[src/rtl/seg7_pkg.sv]
// Shared state encoding and active-high segment patterns for the 7-segment driver.
// Segment bit order is {g,f,e,d,c,b,a}.
package seg7_pkg;

    typedef enum logic [1:0] {
        S_UNITS = 2'd0,
        S_GAP0  = 2'd1,
        S_TENS  = 2'd2,
        S_GAP1  = 2'd3
    } state_t;

    localparam logic [6:0] SEG_0    = 7'b0111111;
    localparam logic [6:0] SEG_1    = 7'b0000110;
    localparam logic [6:0] SEG_2    = 7'b1011011;
    localparam logic [6:0] SEG_3    = 7'b1001111;
    localparam logic [6:0] SEG_4    = 7'b1100110;
    localparam logic [6:0] SEG_5    = 7'b1101101;
    localparam logic [6:0] SEG_6    = 7'b1111101;
    localparam logic [6:0] SEG_7    = 7'b0000111;
    localparam logic [6:0] SEG_8    = 7'b1111111;
    localparam logic [6:0] SEG_9    = 7'b1101111;
    localparam logic [6:0] SEG_DASH = 7'b1000000;
    localparam logic [6:0] SEG_OFF  = 7'b0000000;

endpackage

[src/rtl/seg7_decode.sv]
// Combinational BCD to 7-segment lookup (active-high); non-BCD codes show a dash.
module seg7_decode
    import seg7_pkg::*;
(
    input  logic [3:0] digit,
    output logic [6:0] seg
);

    always_comb begin
        seg = SEG_DASH;
        case (digit)
            4'd0: seg = SEG_0;
            4'd1: seg = SEG_1;
            4'd2: seg = SEG_2;
            4'd3: seg = SEG_3;
            4'd4: seg = SEG_4;
            4'd5: seg = SEG_5;
            4'd6: seg = SEG_6;
            4'd7: seg = SEG_7;
            4'd8: seg = SEG_8;
            4'd9: seg = SEG_9;
            default: seg = SEG_DASH;
        endcase
    end

endmodule

[src/rtl/seg7_mux_driver.sv]
// Two-digit multiplexed 7-segment driver with guard gaps and leading-zero blanking.
// Define DISP_BLINK_EN to build the blink input, frame counter and blink phase.
module seg7_mux_driver
    import seg7_pkg::*;
#(
    parameter int REFRESH_DIV    = 1000,
    parameter int GAP_CYCLES     = 2,
    parameter int BLINK_DIV      = 16,
    parameter int SEG_ACTIVE_LOW = 1,
    parameter int AN_ACTIVE_LOW  = 1
) (
    input  logic       clk,
    input  logic       rst,
    input  logic       load,
    input  logic [3:0] tens,
    input  logic [3:0] units,
    input  logic       blank_lz,
    input  logic       blink,
    output logic [6:0] seg,
    output logic [1:0] dig_an
);

    localparam int MAX_DUR = (REFRESH_DIV > GAP_CYCLES) ? REFRESH_DIV : GAP_CYCLES;
    localparam int TMR_W   = $clog2(MAX_DUR);
    localparam logic [TMR_W-1:0] SHOW_LD = TMR_W'(REFRESH_DIV - 1);
    localparam logic [TMR_W-1:0] GAP_LD  = TMR_W'(GAP_CYCLES - 1);
    localparam logic [6:0] SEG_RST = (SEG_ACTIVE_LOW != 0) ? ~SEG_OFF : SEG_OFF;
    localparam logic [1:0] AN_RST  = (AN_ACTIVE_LOW != 0) ? 2'b11 : 2'b00;

    state_t           state, state_nx;
    logic [TMR_W-1:0] timer, timer_nx;
    logic [3:0]       tens_q, units_q;
    logic [3:0]       digit_sel;
    logic [6:0]       seg_dec;
    logic [6:0]       seg_p0;
    logic [1:0]       an_p0;
    logic             expire;
    logic             dark;

    assign expire = (timer == '0);

    always_ff @(posedge clk or posedge rst) begin
        if (rst) begin
            tens_q  <= 4'd0;
            units_q <= 4'd0;
        end else if (load) begin
            tens_q  <= tens;
            units_q <= units;
        end
    end

    always_ff @(posedge clk or posedge rst) begin
        if (rst) begin
            state <= S_UNITS;
            timer <= SHOW_LD;
        end else begin
            state <= state_nx;
            timer <= timer_nx;
        end
    end

    // One down-counter times every slot; it reloads with the next slot's length on expiry.
    always_comb begin
        state_nx = state;
        timer_nx = timer - TMR_W'(1);
        if (expire) begin
            unique case (state)
                S_UNITS: begin state_nx = S_GAP0;  timer_nx = GAP_LD;  end
                S_GAP0:  begin state_nx = S_TENS;  timer_nx = SHOW_LD; end
                S_TENS:  begin state_nx = S_GAP1;  timer_nx = GAP_LD;  end
                S_GAP1:  begin state_nx = S_UNITS; timer_nx = SHOW_LD; end
            endcase
        end
    end

`ifdef DISP_BLINK_EN
    localparam int FRM_W = (BLINK_DIV > 1) ? $clog2(BLINK_DIV) : 1;

    logic [FRM_W-1:0] frame_cnt;
    logic             blink_ph;

    // Phase flips every BLINK_DIV frames; with blink low the display is forced on.
    always_ff @(posedge clk or posedge rst) begin
        if (rst) begin
            frame_cnt <= '0;
            blink_ph  <= 1'b1;
        end else if (!blink) begin
            frame_cnt <= '0;
            blink_ph  <= 1'b1;
        end else if (expire && state == S_GAP1) begin
            if (frame_cnt == FRM_W'(BLINK_DIV - 1)) begin
                frame_cnt <= '0;
                blink_ph  <= ~blink_ph;
            end else begin
                frame_cnt <= frame_cnt + FRM_W'(1);
            end
        end
    end

    assign dark = blink && !blink_ph;
`else
    logic unused_blink;
    assign unused_blink = blink;
    assign dark = 1'b0;
`endif

    assign digit_sel = (state == S_TENS) ? tens_q : units_q;

    seg7_decode u_decode (
        .digit (digit_sel),
        .seg   (seg_dec)
    );

    always_comb begin
        seg_p0 = SEG_OFF;
        an_p0  = 2'b00;
        case (state)
            S_UNITS: begin
                seg_p0 = seg_dec;
                an_p0  = 2'b01;
            end
            S_TENS: begin
                if (!(blank_lz && tens_q == 4'd0)) begin
                    seg_p0 = seg_dec;
                    an_p0  = 2'b10;
                end
            end
            default: ;
        endcase
        if (dark) an_p0 = 2'b00;
    end

    // Output registers: the only place polarity is applied.
    always_ff @(posedge clk or posedge rst) begin
        if (rst) begin
            seg    <= SEG_RST;
            dig_an <= AN_RST;
        end else begin
            seg    <= (SEG_ACTIVE_LOW != 0) ? ~seg_p0 : seg_p0;
            dig_an <= (AN_ACTIVE_LOW != 0) ? ~an_p0 : an_p0;
        end
    end

endmodule

[config.mk]
export PLATFORM = sky130hd
export DESIGN_NAME = seg7_mux_driver
export DESIGN_NICKNAME = d
export VERILOG_FILES = /design/src/rtl/seg7_pkg.sv /design/src/rtl/seg7_decode.sv /design/src/rtl/seg7_mux_driver.sv
export SDC_FILE = /design/constraint.sdc
export NUM_CORES = 1
export LEC_CHECK = 0
export ABC_AREA = 1
export CAP_MARGIN = 10
export CELL_PAD_IN_SITES_DETAIL_PLACEMENT = 0
export CELL_PAD_IN_SITES_GLOBAL_PLACEMENT = 1
export CORE_MARGIN = 4
export CORE_UTILIZATION = 37
export CTS_CLUSTER_DIAMETER = 120
export DETAILED_ROUTE_END_ITERATION = 8
export GPL_TIMING_DRIVEN = 1
export HOLD_SLACK_MARGIN = 0.03
export PLACE_DENSITY_LB_ADDON = 0.1
export REMOVE_ABC_BUFFERS = 1
export SYNTH_ARGS = -nofsm -noshare
export SYNTH_HDL_FRONTEND = slang
export SYNTH_SLANG_ARGS = --single-unit
[constraint.sdc]
create_clock -name clk -period 1.81 [get_ports clk]
set_input_delay 0.362 -clock clk [delete_from_list [all_inputs] [get_ports clk]]
set_output_delay 0.362 -clock clk [all_outputs]
set_load 0.03 [all_outputs]
Yosys cells after proc, flatten, opt, wreduce, memory -nomap -nowiden --
Memory sizes are Yosys's and may differ from the RTL's. Cells that the tools add are included.
Word-level totals: bits of input ports 13, bits in registers 29, memories kept 1, logic and storage cells 27, output and inout bits 9, bits in read-only memories 112
Operators by class: reduce and logical (&&, ||, !) cells 6, bitwise logic cells 2, eq/ne operators 3, muxes and demuxes 8, $add $sub $neg 1
Memory list:
- (no name shown) | words 16, width 7, read ports 1, clocked after memory_dff 0, write ports 0, line seg7_decode.sv:11 | case (digit)
Operators with widths (count):
- case mux 10 bit (2 select lines) | 1
- case mux 7 bit (2 select lines) | 1
- logical NOT 10 bit | 1
- 2-to-1 mux 10 bit | 1
- subtractor 10 x 1 -> 10 bit, second input constant | 1
- case mux 2 bit (4 select lines) | 1
- 2-to-1 mux 7 bit | 1
- NOT 7 bit | 1
- equality test 2 bit, second input constant | 2
- logical NOT 4 bit | 1
- 2-to-1 mux 4 bit | 1
- case mux 2 bit (2 select lines) | 1
- OR reduction 2 bit | 2
- equality test 2 x 1 -> 1 bit, second input constant | 1
- logical NOT 2 bit | 1
- 2-to-1 mux 2 bit | 1
- NOT 2 bit | 1
- logical AND 1 bit | 1

Depth between registers and ports, before layout --
An unclocked memory read counts as a cell.
depth in word-level cells 6, depth in mapped cells 11, depth with buffers taken out 10

By module --
From an unflattened synthesis, not the netlist that was laid out.
Second synthesis, totals: cells, all modules 184, area, all modules 1556.5 µm²
By module, submodules not included:
- seg7_mux_driver | area each 1363.8 µm², instances 1, cells each 148, seq. area each 747.0 µm²
- seg7_decode | area each 192.7 µm², instances 1, cells each 36, seq. area each 0.0 µm²

Worst setup path after synthesis --
OpenSTA, ideal clock, no wires.
path kind flip-flop to flip-flop, start reg state[0], end reg seg[5], cell stages (with the launch flop) 10, slack 0.048 ns, path buffers 1, data required time 1.733 ns, data arrival time 1.686 ns, clock period less this slack 1.762 ns, cell sequence dfrtp_1 inv_1 ha_1 buf_6 o21ai_1 inv_1 ha_1 or2_1 nand3_1 nand2_1
Between the ends: longest elaborated chain between the ends 6
RTL lines:
- start, declared | line seg7_mux_driver.sv:30 | state_t state, state_nx;
- start signal, assigned | line seg7_mux_driver.sv:57 | state <= state_nx;
- equality test 2 bit | line seg7_mux_driver.sv:107, seg7_mux_driver.sv:117
- 2-to-1 mux 4 bit | line seg7_mux_driver.sv:107 | assign digit_sel = (state == S_TENS) ? tens_q : units_q;
- memory read (16 x 7 bit)
- 2-to-1 mux 7 bit | line seg7_mux_driver.sv:123 | if (!(blank_lz && tens_q == 4'd0)) begin
- case mux 7 bit (2 select lines) * | line seg7_mux_driver.sv:117 | case (state)
- NOT 7 bit * | line seg7_mux_driver.sv:139 | seg <= (SEG_ACTIVE_LOW != 0) ? ~seg_p0 : seg_p0;
- end signal, assigned | line seg7_mux_driver.sv:139
- end, declared | line seg7_mux_driver.sv:19 | output logic [6:0] seg,
Mark *: on every way between the ends. The rest lies on a longest branch, timed or not. A chain may end at the register's enable or synchronous reset.

Final worst setup path --
Same ends and word-level chain as after synthesis.

==> impl_metrics.csv <==
group,metric,value,unit
route,dr.pass1.iters,4,
global_route,grt_start_max_net_pins,30,
placed_design,gp_congestion,0.763,
power,p_leak,0.971,nW
timing,tightest_slew,0.366,ns
synthesis,synth.yosys.warnings,0,
cells_and_area,area_delta_synth_final,24.3,%
worst_setup_path,cp.required,2.01,ns
global_route,antenna_found_initial,0,
power,p_clk_share,33.7,%
clock_network,cts_tree,"yes",
synthesis,syn_inst,172,
global_route,first_global_vias,1221,
worst_setup_path,arrival,1.86,ns
synthesis,syn-cell-area,1570,µm²
global_route,grt_util_all_layers,12.3,%
worst_setup_path,worst_setup_path_end_kind,"flop",
route,drtIter0Drc,22,
route,drt_wl_total,2.84,mm
timing,layout_min_cycle_time,1.66,ns
clock_network,insertion_delay,0.27,ns
synthesis,synth-edff-count,0,
placed_design,dp_hpwl,2.17,mm
clock_network,cts_setup_buffers,0,
synthesis,synthFlopType,"dfstp_2",
floorplan,core_area,4060,µm²
timing,fin_crit_sh,91.7,%
power,peakVddDrop,0.400,mV
cells_and_area,final_nets,229,
timing,fin_ws,0.151,ns
clock_network,cts_buffers,5,
clock_network,cts_buffer_depth,2,
placed_design,place_inst,247,
timing,drv_slew,0,
cells_and_area,final_layout_size_suffix_gt1_share,26.3,%
worst_setup_path,r2r_slack,0.15,ns
timing,relSlewSlack,75.6,%
run,maxCapViolCount,0,
floorplan,start_util,38.6,%
placed_design,pre_cts_slack,0.0480,ns
worst_setup_path,setup.worst_path.class,"reg -> reg",
synthesis,ys_top_cells_by_count,"nand2_1 (45), inv_1 (20), dfstp_2 (17)",
clock_network,clk_pin_slew,0.06,ns
timing,final_hold_viol_count,0,
synthesis,yosysTopAreaCell,"dfstp_2",
power,power_switching,396,µW
floorplan,io_pins,22,
status,status,"completed",
synthesis,ys_types,28,
cells_and_area,num_antenna_cells,0,
power,p_int,1.08,mW
synthesis,syn_avg_cell_area,9.11,µm²
timing,tns,0,ns
floorplan,core.rowCount,23,
route,drt-vias-per-instance,4.51,
floorplan,die_area,5340,µm²
floorplan,die_h,73.1,µm
power,p_comb_share,17.0,%
timing,achievable-frequency,0.603,GHz
synthesis,postSynth.asyncResetShare,100,%
timing,finClkSkew,0.00410,ns
hold_path,hp-class,"in -> async",
cells_and_area,fillers,387,
worst_setup_path,critPathMaxFanout,7,
global_route,grt_overflow,0,
route,vias,1149,
route,wl_per_cell,11.1,µm
timing,setup_viol,0,
route,drc,0,
worst_setup_path,r2r_cells,9,
power,power_density,757,nW/µm²
placed_design,numPortBuffers,20,
power,p_seq_share,49.3,%
timing,rsz0062_at_grt,"no",
power,switching_share,26.8,%
floorplan,die_x,73.1,µm
synthesis,synth.most_common_cell,"nand2_1",
synthesis,synth_top_area_share,28.5,%
synthesis,synth_area_leaders,"dfstp_2 (28%), dfrtp_1 (19%), nand2_1 (11%), ha_1 (9.6%), inv_1 (4.8%)",
synthesis,yosysSeqAreaShare,47.6,%
worst_setup_path,crit_path_start_kind,"flop",
clock_network,cts_max_level,2,
synthesis,synth-seq-cells,29,
clock_network,cts_sinks,29,
cells_and_area,fin_cells,255,
clock_network,root_buffer,"clkbuf_8",
route,detail-route-antenna-nets,0,
global_route,grt_first_pass_wirelength,4.99,mm
[metal layers]
metal	global-route usage [%]	routed length, µm	part of all wire [%]
met2	23.6	1480	52
met4	6.56	65	2.3
met5	0	0	0
met3	3.72	99	3.5
met1	11.4	1200	42
[cells in the final DEF, fill, tap and decap left out, types with 4 or more instances in the layout]
cell	Yosys	final
dfrtp_1	12	12
nand2_2	4	4
nand3_1	12	12
nor2_1	6	6
dlygate4sd2_1	0	9
nand2_1	45	45
buf_4	0	7
inv_2	5	5
o21ai_1	4	4
dfstp_2	17	17
nor2_2	4	4
inv_1	20	20
ha_1	12	11
clkdlybuf4s50_1	0	11
clkbuf_8	0	5
o21ai_0	8	8
[registers in the layout (all words and copies together) (netlist names)]
| signal | flops |
|---|---|
| dig_an | 2 |
| seg | 7 |
| state | 2 |
| tens_q | 4 |
| timer | 10 |
| units_q | 4 |
[through the flow]
step / util (%) / area (µm²) / power [mW] / hold WS [ns]
floorplan: - / 1550 / 0.903 / 0.428
global placement: 46.0 / 1870 / 1.01 / 0.439
detailed placement: 46.0 / 1870 / 1.02 / 0.442
CTS: 47.7 / 1940 / 1.51 / 0.456
global route: 48.0 / 1950 / 1.57 / 0.459
finish: 48.0 / 1950 / 1.48 / 0.454
[power by group through the flow]
stage / clock, mW / sequential (mW) / combinational (mW)
6_report: 0.497 / 0.728 / 0.251
3_3_place_gp: 0 / 0.739 / 0.273
5_1_grt: 0.559 / 0.732 / 0.280
2_1_floorplan: 0 / 0.801 / 0.102
3_5_place_dp: 0 / 0.741 / 0.276
4_1_cts: 0.526 / 0.729 / 0.256
[kinds of logic after synthesis]
group	synth area share, %
adder cells (fa/ha/maj)	9.58
AO/OA/AOI/OAI	8.94
buffers and inverters	7.18
XOR/XNOR	1.12
multiplexers	2.15
AND/OR/NAND/NOR	23.4
flip-flops	47.6
[timing repair]
item                       in CTS  in global routing
resized for setup               9                  2
setup endpoints to repair       9                  6
pin swaps                       0                  0
hold buffers                    0                  0
[critical path, stage by stage (launching register included)]
cell	delay (ns)
dfrtp_1	0.37
inv_1	0.12
ha_4	0.21
nand2_1	0.07
o21ai_1	0.14
inv_1	0.10
ha_1	0.19
or2_1	0.24
nand3_1	0.08
nand2_1	0.06
[area by class of cell]
| cell class | instances | area (µm²) | area share, % |
|---|---|---|---|
| Sequential cell | 29 | 747 | 38.3 |
| Clock buffer | 8 | 80.1 | 4.11 |
| Tap cell | 50 | 62.6 | 3.21 |
| Timing Repair Buffer | 27 | 241 | 12.4 |
| Inverter | 26 | 97.6 | 5.01 |
| Multi-Input combinational cell | 115 | 721 | 37.0 |
[final timing paths]
check	startpoint	end
min	rst	timer[4]
min in group clk	timer[0]	timer[0]
min reg2reg	timer[0]	timer[0]
max	state[0]	seg[5]
max reg2reg	state[0]	seg[5]
max in group asynchronous	rst	seg[0]
(Power assumes the default switching activity.)
